### src/rtl/vec_pipe_pkg.sv
// Shared definitions for the vector execute-to-writeback pipeline: geometry defaults,
// the default-geometry stage record, and the saturating-counter helper.
package vec_pipe_pkg;

   localparam int LANES_DEF  = 8;
   localparam int LANE_W_DEF = 16;
   localparam int REG_W_DEF  = 5;

   localparam logic [31:0] SAT_MAX = 32'hFFFF_FFFF;

   typedef struct packed {
      logic                              valid;
      logic                              wen;
      logic [REG_W_DEF-1:0]              wreg;
      logic [LANES_DEF-1:0]              mask;
      logic [LANES_DEF*LANE_W_DEF-1:0]   data;
   } stage_t;

   function automatic logic [31:0] sat_inc(input logic [31:0] v);
      return (v == SAT_MAX) ? v : v + 32'd1;
   endfunction

endpackage

### src/rtl/vec_fwd_lane.sv
// One lane of the forwarding network: youngest-first (lowest stage index) select over
// DEPTH in-flight stages, falling back to the regfile value.
module vec_fwd_lane #(
   parameter int DEPTH  = 3,
   parameter int LANE_W = 16
) (
   input  logic [DEPTH-1:0]             cand_i,
   input  logic [DEPTH-1:0][LANE_W-1:0] data_i,
   input  logic [LANE_W-1:0]            rf_i,
   output logic [LANE_W-1:0]            data_o,
   output logic                         hit_o
);

   // NOTE: every output gets a default before the loop so no latch is inferred.
   always_comb begin
      data_o = rf_i;
      hit_o  = 1'b0;
      // Scan oldest to youngest so the youngest candidate is the last to override.
      for (int k = DEPTH-1; k >= 0; k--) begin
         if (cand_i[k]) begin
            data_o = data_i[k];
            hit_o  = 1'b1;
         end
      end
   end

endmodule

### src/rtl/vec_exec_pipe.sv
// Parametrised vector execute-to-writeback pipeline with per-lane forwarding.
// Optional macro VEC_PIPE_LANEMASK_EN stores per-stage lane masks; otherwise masks are all-ones.
module vec_exec_pipe
   import vec_pipe_pkg::*;
#(
   parameter int LANES  = LANES_DEF,
   parameter int LANE_W = LANE_W_DEF,
   parameter int DEPTH  = 3,
   parameter int REG_W  = REG_W_DEF
) (
   input  logic                        clk,
   input  logic                        reset,
   input  logic                        in_valid,
   input  logic                        in_wen,
   input  logic [REG_W-1:0]            in_wreg,
   input  logic [LANES*LANE_W-1:0]     in_data,
   input  logic [LANES-1:0]            in_mask,
   input  logic                        stall,
   input  logic                        flush,
   output logic                        in_ready,
   input  logic [REG_W-1:0]            rs_a,
   input  logic [REG_W-1:0]            rs_b,
   input  logic [LANES*LANE_W-1:0]     rf_a,
   input  logic [LANES*LANE_W-1:0]     rf_b,
   output logic [LANES*LANE_W-1:0]     fwd_a,
   output logic [LANES*LANE_W-1:0]     fwd_b,
   output logic [LANES-1:0]            fwd_hit_a,
   output logic [LANES-1:0]            fwd_hit_b,
   output logic                        wb_fire,
   output logic [REG_W-1:0]            wb_reg,
   output logic [LANES*LANE_W-1:0]     wb_data,
   output logic [LANES-1:0]            wb_mask,
   output logic [$clog2(DEPTH+1)-1:0]  occupancy,
   output logic [31:0]                 stall_cycles
);

   localparam int OCC_W = $clog2(DEPTH+1);

   typedef struct packed {
      logic                    valid;
      logic                    wen;
      logic [REG_W-1:0]        wreg;
`ifdef VEC_PIPE_LANEMASK_EN
      logic [LANES-1:0]        mask;
`endif
      logic [LANES*LANE_W-1:0] data;
   } pipe_stage_t;

   pipe_stage_t [DEPTH-1:0]        stage_q, stage_d;
   logic        [OCC_W-1:0]        occ_q, occ_d;
   logic        [31:0]             stall_cnt_q, stall_cnt_d;
   logic        [DEPTH-1:0]        match_a, match_b;
   logic        [DEPTH-1:0][LANES-1:0] lane_en;

   always_comb begin
      stage_d = stage_q;
      if (!stall) begin
         stage_d[0].valid = in_valid & ~flush;
         stage_d[0].wen   = in_wen;
         stage_d[0].wreg  = in_wreg;
`ifdef VEC_PIPE_LANEMASK_EN
         stage_d[0].mask  = in_mask;
`endif
         stage_d[0].data  = in_data;
         for (int k = 1; k < DEPTH; k++) stage_d[k] = stage_q[k-1];
      end else if (flush) begin
         // A flush under stall kills only the stage-0 entry, leaving a bubble.
         stage_d[0].valid = 1'b0;
      end
   end

   always_comb begin
      occ_d = '0;
      for (int k = 0; k < DEPTH; k++) occ_d = occ_d + OCC_W'(stage_d[k].valid);
      stall_cnt_d = (stall && (occ_q != '0)) ? sat_inc(stall_cnt_q) : stall_cnt_q;
   end

   // NOTE: state registers use non-blocking assignments so every stage samples pre-edge values.
   always_ff @(posedge clk or posedge reset) begin
      if (reset) begin
         // NOTE: stage data is cleared as well, so writeback outputs read zero out of reset.
         stage_q     <= '0;
         occ_q       <= '0;
         stall_cnt_q <= '0;
      end else begin
         stage_q     <= stage_d;
         occ_q       <= occ_d;
         stall_cnt_q <= stall_cnt_d;
      end
   end

   always_comb begin
      for (int k = 0; k < DEPTH; k++) begin
         match_a[k] = stage_q[k].valid & stage_q[k].wen & (stage_q[k].wreg == rs_a);
         match_b[k] = stage_q[k].valid & stage_q[k].wen & (stage_q[k].wreg == rs_b);
`ifdef VEC_PIPE_LANEMASK_EN
         lane_en[k] = stage_q[k].mask;
`else
         lane_en[k] = '1;
`endif
      end
   end

   for (genvar i = 0; i < LANES; i++) begin : g_lane
      logic [DEPTH-1:0]             cand_a, cand_b;
      logic [DEPTH-1:0][LANE_W-1:0] lane_data;

      always_comb begin
         for (int k = 0; k < DEPTH; k++) begin
            lane_data[k] = stage_q[k].data[i*LANE_W +: LANE_W];
            cand_a[k]    = match_a[k] & lane_en[k][i];
            cand_b[k]    = match_b[k] & lane_en[k][i];
         end
      end

      vec_fwd_lane #(.DEPTH(DEPTH), .LANE_W(LANE_W)) u_fwd_a (
         .cand_i (cand_a),
         .data_i (lane_data),
         .rf_i   (rf_a[i*LANE_W +: LANE_W]),
         .data_o (fwd_a[i*LANE_W +: LANE_W]),
         .hit_o  (fwd_hit_a[i])
      );

      vec_fwd_lane #(.DEPTH(DEPTH), .LANE_W(LANE_W)) u_fwd_b (
         .cand_i (cand_b),
         .data_i (lane_data),
         .rf_i   (rf_b[i*LANE_W +: LANE_W]),
         .data_o (fwd_b[i*LANE_W +: LANE_W]),
         .hit_o  (fwd_hit_b[i])
      );
   end

   assign in_ready     = ~stall;
   assign wb_fire      = stage_q[DEPTH-1].valid & stage_q[DEPTH-1].wen & ~stall;
   assign wb_reg       = stage_q[DEPTH-1].wreg;
   assign wb_data      = stage_q[DEPTH-1].data;
   assign occupancy    = occ_q;
   assign stall_cycles = stall_cnt_q;

`ifdef VEC_PIPE_LANEMASK_EN
   assign wb_mask = stage_q[DEPTH-1].mask;
`else
   assign wb_mask = '1;
   logic unused_mask;
   assign unused_mask = ^in_mask;
`endif

endmodule

### config.mk
export PLATFORM = sky130hd
export DESIGN_NAME = vec_exec_pipe
export DESIGN_NICKNAME = d
export VERILOG_FILES = /design/src/rtl/vec_pipe_pkg.sv /design/src/rtl/vec_fwd_lane.sv /design/src/rtl/vec_exec_pipe.sv
export SDC_FILE = /design/constraint.sdc
export NUM_CORES = 1
export LEC_CHECK = 0
export CAP_MARGIN = 20
export CORE_AREA = 4 4 333 335
export DETAILED_ROUTE_END_ITERATION = 10
export DIE_AREA = 0 0 337 339
export GPL_TIMING_DRIVEN = 0
export MAX_ROUTING_LAYER = met4
export SLEW_MARGIN = 10
export SYNTH_ARGS = -nofsm -noshare
export SYNTH_HDL_FRONTEND = slang
export SYNTH_SLANG_ARGS = --single-unit
### constraint.sdc
create_clock -name clk -period 18.7 [get_ports clk]
set_clock_uncertainty 0.2 [all_clocks]
set_input_delay 1.87 -clock clk [delete_from_list [all_inputs] [get_ports clk]]
set_output_delay 1.87 -clock clk [all_outputs]
set_load 0.02 [all_outputs]
; ---- After elaboration in Yosys (flattened, before gate mapping)
; Index checks and enable logic that the tools add are counted.
[op_classes]
addsub = 3
n_mux = 57
bitwise = 14
reduce_logical = 3
n_eq_ne = 7
[ops]
columns = operator, n
row1 = two-way mux 16 bit, 48
row2 = two-way mux 270 bit, 1
row3 = adder 32 x 1 -> 32 bit (second input constant), 1
row4 = equality test 32 bit (second input constant), 1
row5 = equality test 5 bit, 6
row6 = AND 1 bit, 11
row7 = two-way mux 1 bit, 8
row8 = NOT 1 bit, 3
row9 = adder 1 x 1 -> 2 bit, 1
row10 = adder 2 x 1 -> 2 bit, 1
row11 = AND reduction 2 bit, 1
row12 = nonzero test 2 bit, 1
row13 = logical AND 1 bit, 1
[word_totals]
in_bits = 413
register_bits = 439
word_cells = 98
output_inout_bits = 449

; ---- Longest topological paths before layout
[depth]
depth_word = 5
ltp_mapped = 8
mapped_depth_nobuf = 6

; ---- Modules after synthesis
; From an unflattened synthesis, not the netlist that was laid out.
[unflattened]
hier_cells = 2349
area_unflattened_um2 = 28792.6
[modules_own_cells]
columns = module, n_inst, area_each_um2, seq_area_each_um2, cells_per_inst
row1 = vec_exec_pipe, 1, 17902.2, 10985.5, 1181
row2 = vec_fwd_lane, 16, 680.7, 0.0, 73

; ---- Worst setup path after synthesis
; No wires, ideal clock.
[synth_path]
path_kind = input -> output
from = input rs_b[3]
to = output fwd_b[112]
setup_slack_ns = 12.930
n_path_buf = 2
stages = 7
required_ns = 16.630
arrival_ns = 3.700
path_cell_list = xor2_1 -> or4_1 -> buf_2 -> clkbuf_1 -> nor3_1 -> a211oi_1 -> o21ai_0
[synth_between]
elab_chain_len = 5
elab_cells_between_ends = 9
classes_between = eq/ne: 3 / mux: 3 / bitwise: 3
[synth_rtl]
columns = item, line
row1 = start: declaration, vec_exec_pipe.sv:22  ; input logic [REG_W-1:0] rs_b,
row2 = equality test 5 bit, vec_exec_pipe.sv:95  ; match_b[k] = stage_q[k].valid & stage_q[k].wen & (stage_q[k].wreg == rs_b);
row3 = AND 1 bit, vec_exec_pipe.sv:95
row4 = two-way mux 16 bit (2 in a row), vec_fwd_lane.sv:20  ; if (cand_i[k]) begin
row5 = two-way mux 16 bit (*), vec_fwd_lane.sv:20
row6 = end: declaration, vec_exec_pipe.sv:26  ; output logic [LANES*LANE_W-1:0] fwd_b,
; Every way passes the cells marked *; elsewhere a longest branch is shown, timed or not.

; ---- Worst setup path after layout
[layout_path]
from = input rs_a[3]
to = output fwd_a[75]
[layout_between]
elab_chain_len = 5
elab_cells_between_ends = 9
classes_between = eq/ne: 3 / mux: 3 / bitwise: 3
[layout_rtl]
columns = item, line
row1 = start: declaration, vec_exec_pipe.sv:21  ; input logic [REG_W-1:0] rs_a,
row2 = equality test 5 bit, vec_exec_pipe.sv:94  ; match_a[k] = stage_q[k].valid & stage_q[k].wen & (stage_q[k].wreg == rs_a);
row3 = AND 1 bit, vec_exec_pipe.sv:94
row4 = two-way mux 16 bit (2 in a row), vec_fwd_lane.sv:20
row5 = two-way mux 16 bit (*), vec_fwd_lane.sv:20
row6 = end: declaration, vec_exec_pipe.sv:25  ; output logic [LANES*LANE_W-1:0] fwd_a,
; Marks and branches as above.

==> qor.yml <==
finalHoldViolCount: 0
io_pins: 862
insertion_delay_ps: 660
ys.flop_type: "dfrtp_1"
clkTransAtPathRegs_ps: 60
cp.required_ps: 16630
grt_max_degree: 108
cts_hold_buf: 0
start_kind: "primary input"
path_common_cell: "clkdlybuf4s50_1"
status: "finished, final reports clean"
drt_first_pass_iters: 6
drv_cap: 0
grt_overflow: 0
drive_gt1_share_pct: 19.2
finalSetupViolations: 0
grt_pass1_vias: 27500
power.density_mw_per_mm2: 88.4
ir_worst_vdd_mv: 0.0662
max_slew_margin_pct: 21.4
final_nets: 4114
crit_chain: "clkdlybuf4s50_1, xor2_1, nor4_1, and4_1, clkbuf_1, buf_1, nand2_1, o21ai_0, clkdlybuf4s50_1"
io_buffers: 845
netlist_area_mm2: 0.0263
nFillCells: 11100
antenna_found_initial: 40
place_congestion: 0.947
dieArea_mm2: 0.114
ys_seq_area_share_pct: 41.8
tritoncts: "yes"
syn_area_per_cell_um2: 9.49
cts_buffers: 56
post_cts_buffers: 0
fin_util_pct: 36.0
dp_hpwl_mm: 127
grt_first_pass_wirelength_mm: 226
ys_async_sr_fraction_pct: 100
slew_viol_final: 0
clockBufferDepth: 3
start_util_pct: 24.3
fin_crit_ps: 8410
cts-root-buf: "clkbuf_16"
htree_levels: 2
fp-row-count: 121
drc: 0
slowest_delay_ps: 850
vias_per_cell: 5.46
cts_sinks: 439
finalCritPeriodShare_pct: 45.0
antenna_left: 0
critPathSlowestCell: "clkbuf_1"
critical_path_buf_inv_count: 4
drt_iter0_drc: 2700
multi_input_area_mm2: 0.0131
hold_path.class: "reg2reg"
fin_setup_tns_ps: 0
r2r_setup_slack_ps: 15850
die_h_um: 339
ys_warn_count: 0
synthCells: 2768
synth_edf_count: 0
design.core.area_mm2: 0.108
grt_usage_pct: 28.7
seqCellArea_mm2: 0.0110
worstPathArrival_ps: 6340
synth_cell_types: 38
die_width_um: 337
finalWirelength_mm: 167
via_count: 28400
area_growth_pct: 48.2
ys_ff_latch: 439
largest_reg_flops: 256
rsz0062_at_grt: "false"
fmax_mhz: 119
critPathTopFamily: "buffers and inverters"
worst_setup_path_end_kind: "primary output"
path_class: "in2out"
p_leak_nw: 15.5
critPathMaxFanout: 10
drt-wirelength-per-cell_um: 32.1
tightest_slew_ps: 1180
post_cts_resized: 0
## cell type report
cell class / count / share of cell area, %
clock inverter: 21 / 0.527
timing repair buffer: 866 / 22.6
antenna: 39 / 0.251
sequential: 439 / 28.2
tap: 1414 / 4.54
clock buffer: 85 / 4.34
multi-input combinational: 1891 / 33.6
buffer: 417 / 5.65
inverter: 28 / 0.289
## power breakdown
group	switching [mW]	internal, mW
clock network	0.475	0.665
logic	0.561	0.494
registers	0.158	1.09
total	1.19	2.25
## cell usage in the layout, fill, tap and decap left out, drive strengths merged, types with 60 or more instances in the layout
cell           instances
and3                 130
a221oi               190
clkdlybuf4s50        845
nand2                303
o21ai                497
buf                  200
nor2                  60
dfrtp                439
clkbuf               323
mux2                 404
nor3                  72
## kinds of logic (layout without fill, tap and decap cells)
kind of cell	Yosys count	in the layout	share of synthesized area [%]
AOI/OAI and AO/OA	789	789	18.8
and+or+nand+nor	624	624	11.1
buffers and inverters	445	1417	8.64
DFF	439	439	41.8
muxes	406	406	17.4
xor gates and xnor gates	62	62	2.07
adders and majority gates	2	2	0.124
other	1	47	0.0143
## metal layers
layer  routed length, um  GRT usage (%)  share of wire, %  vias to the layer above
met4                6180           10.3               3.7                        0
met2               77000           44.8                46                     1806
li1                    -              -                 -                    11900
met3               17500           8.75                10                      325
met5                   0              -                 0                        -
met1               66100           34.9                40                    14300
## per-stage QoR
stage | power [mW] | area, um2 | setup WS, ps | hold slack, ps | std cells
finish | 3.44 | 38900 | 10290 | 297 | 5200
global route | 3.55 | 38900 | 10120 | 320 | 5192
CTS | 3.45 | 38800 | 10290 | 300 | 5161
detailed placement | 2.30 | 36900 | 10300 | 292 | 5055
global placement | 2.28 | 36500 | -2670 | 284 | 5034
floorplan | 1.72 | 26300 | 4400 | 295 | 2775
## cells in the mapped netlist, types with 20 or more instances
cell      number  area [um2]
a211oi_1      50         375
a221oi_1     190        1660
and3_1       130         813
buf_4        157        1180
clkbuf_1     238         893
dfrtp_1      439       11000
inv_1         28         105
mux2_2       404        4550
nand2_1      303        1140
nand3_1       20         100
nor2_1        60         225
nor3_1        72         360
o21ai_0      424        2120
o21ai_1       73         365
xnor2_1       28         245
xor2_1        34         298
## path summary, 6_finish.rpt
path                            cells past startpoint                endpoint             start
worst max-delay path                                9               fwd_a[75]           rs_a[3]
worst min-delay path                                1        stall_cycles[11]  stall_cycles[11]
worst max register to register                      7        stall_cycles[13]   stall_cycles[0]
worst min register to register                      1        stall_cycles[11]  stall_cycles[11]
max in group asynchronous                           4  g_lane[7].lane_data[8]             reset
min in group asynchronous                           2             wb_data[57]             reset
## worst register-to-register path, stage by stage, from the launching register on
cell     delay, ps
dfrtp_1        440
ha_1           190
and2_1         220
nor4b_2        650
a41oi_2        480
buf_2          340
nand3_1        130
xnor2_1        120
Note: power is estimated with default switching activity, not from simulation.
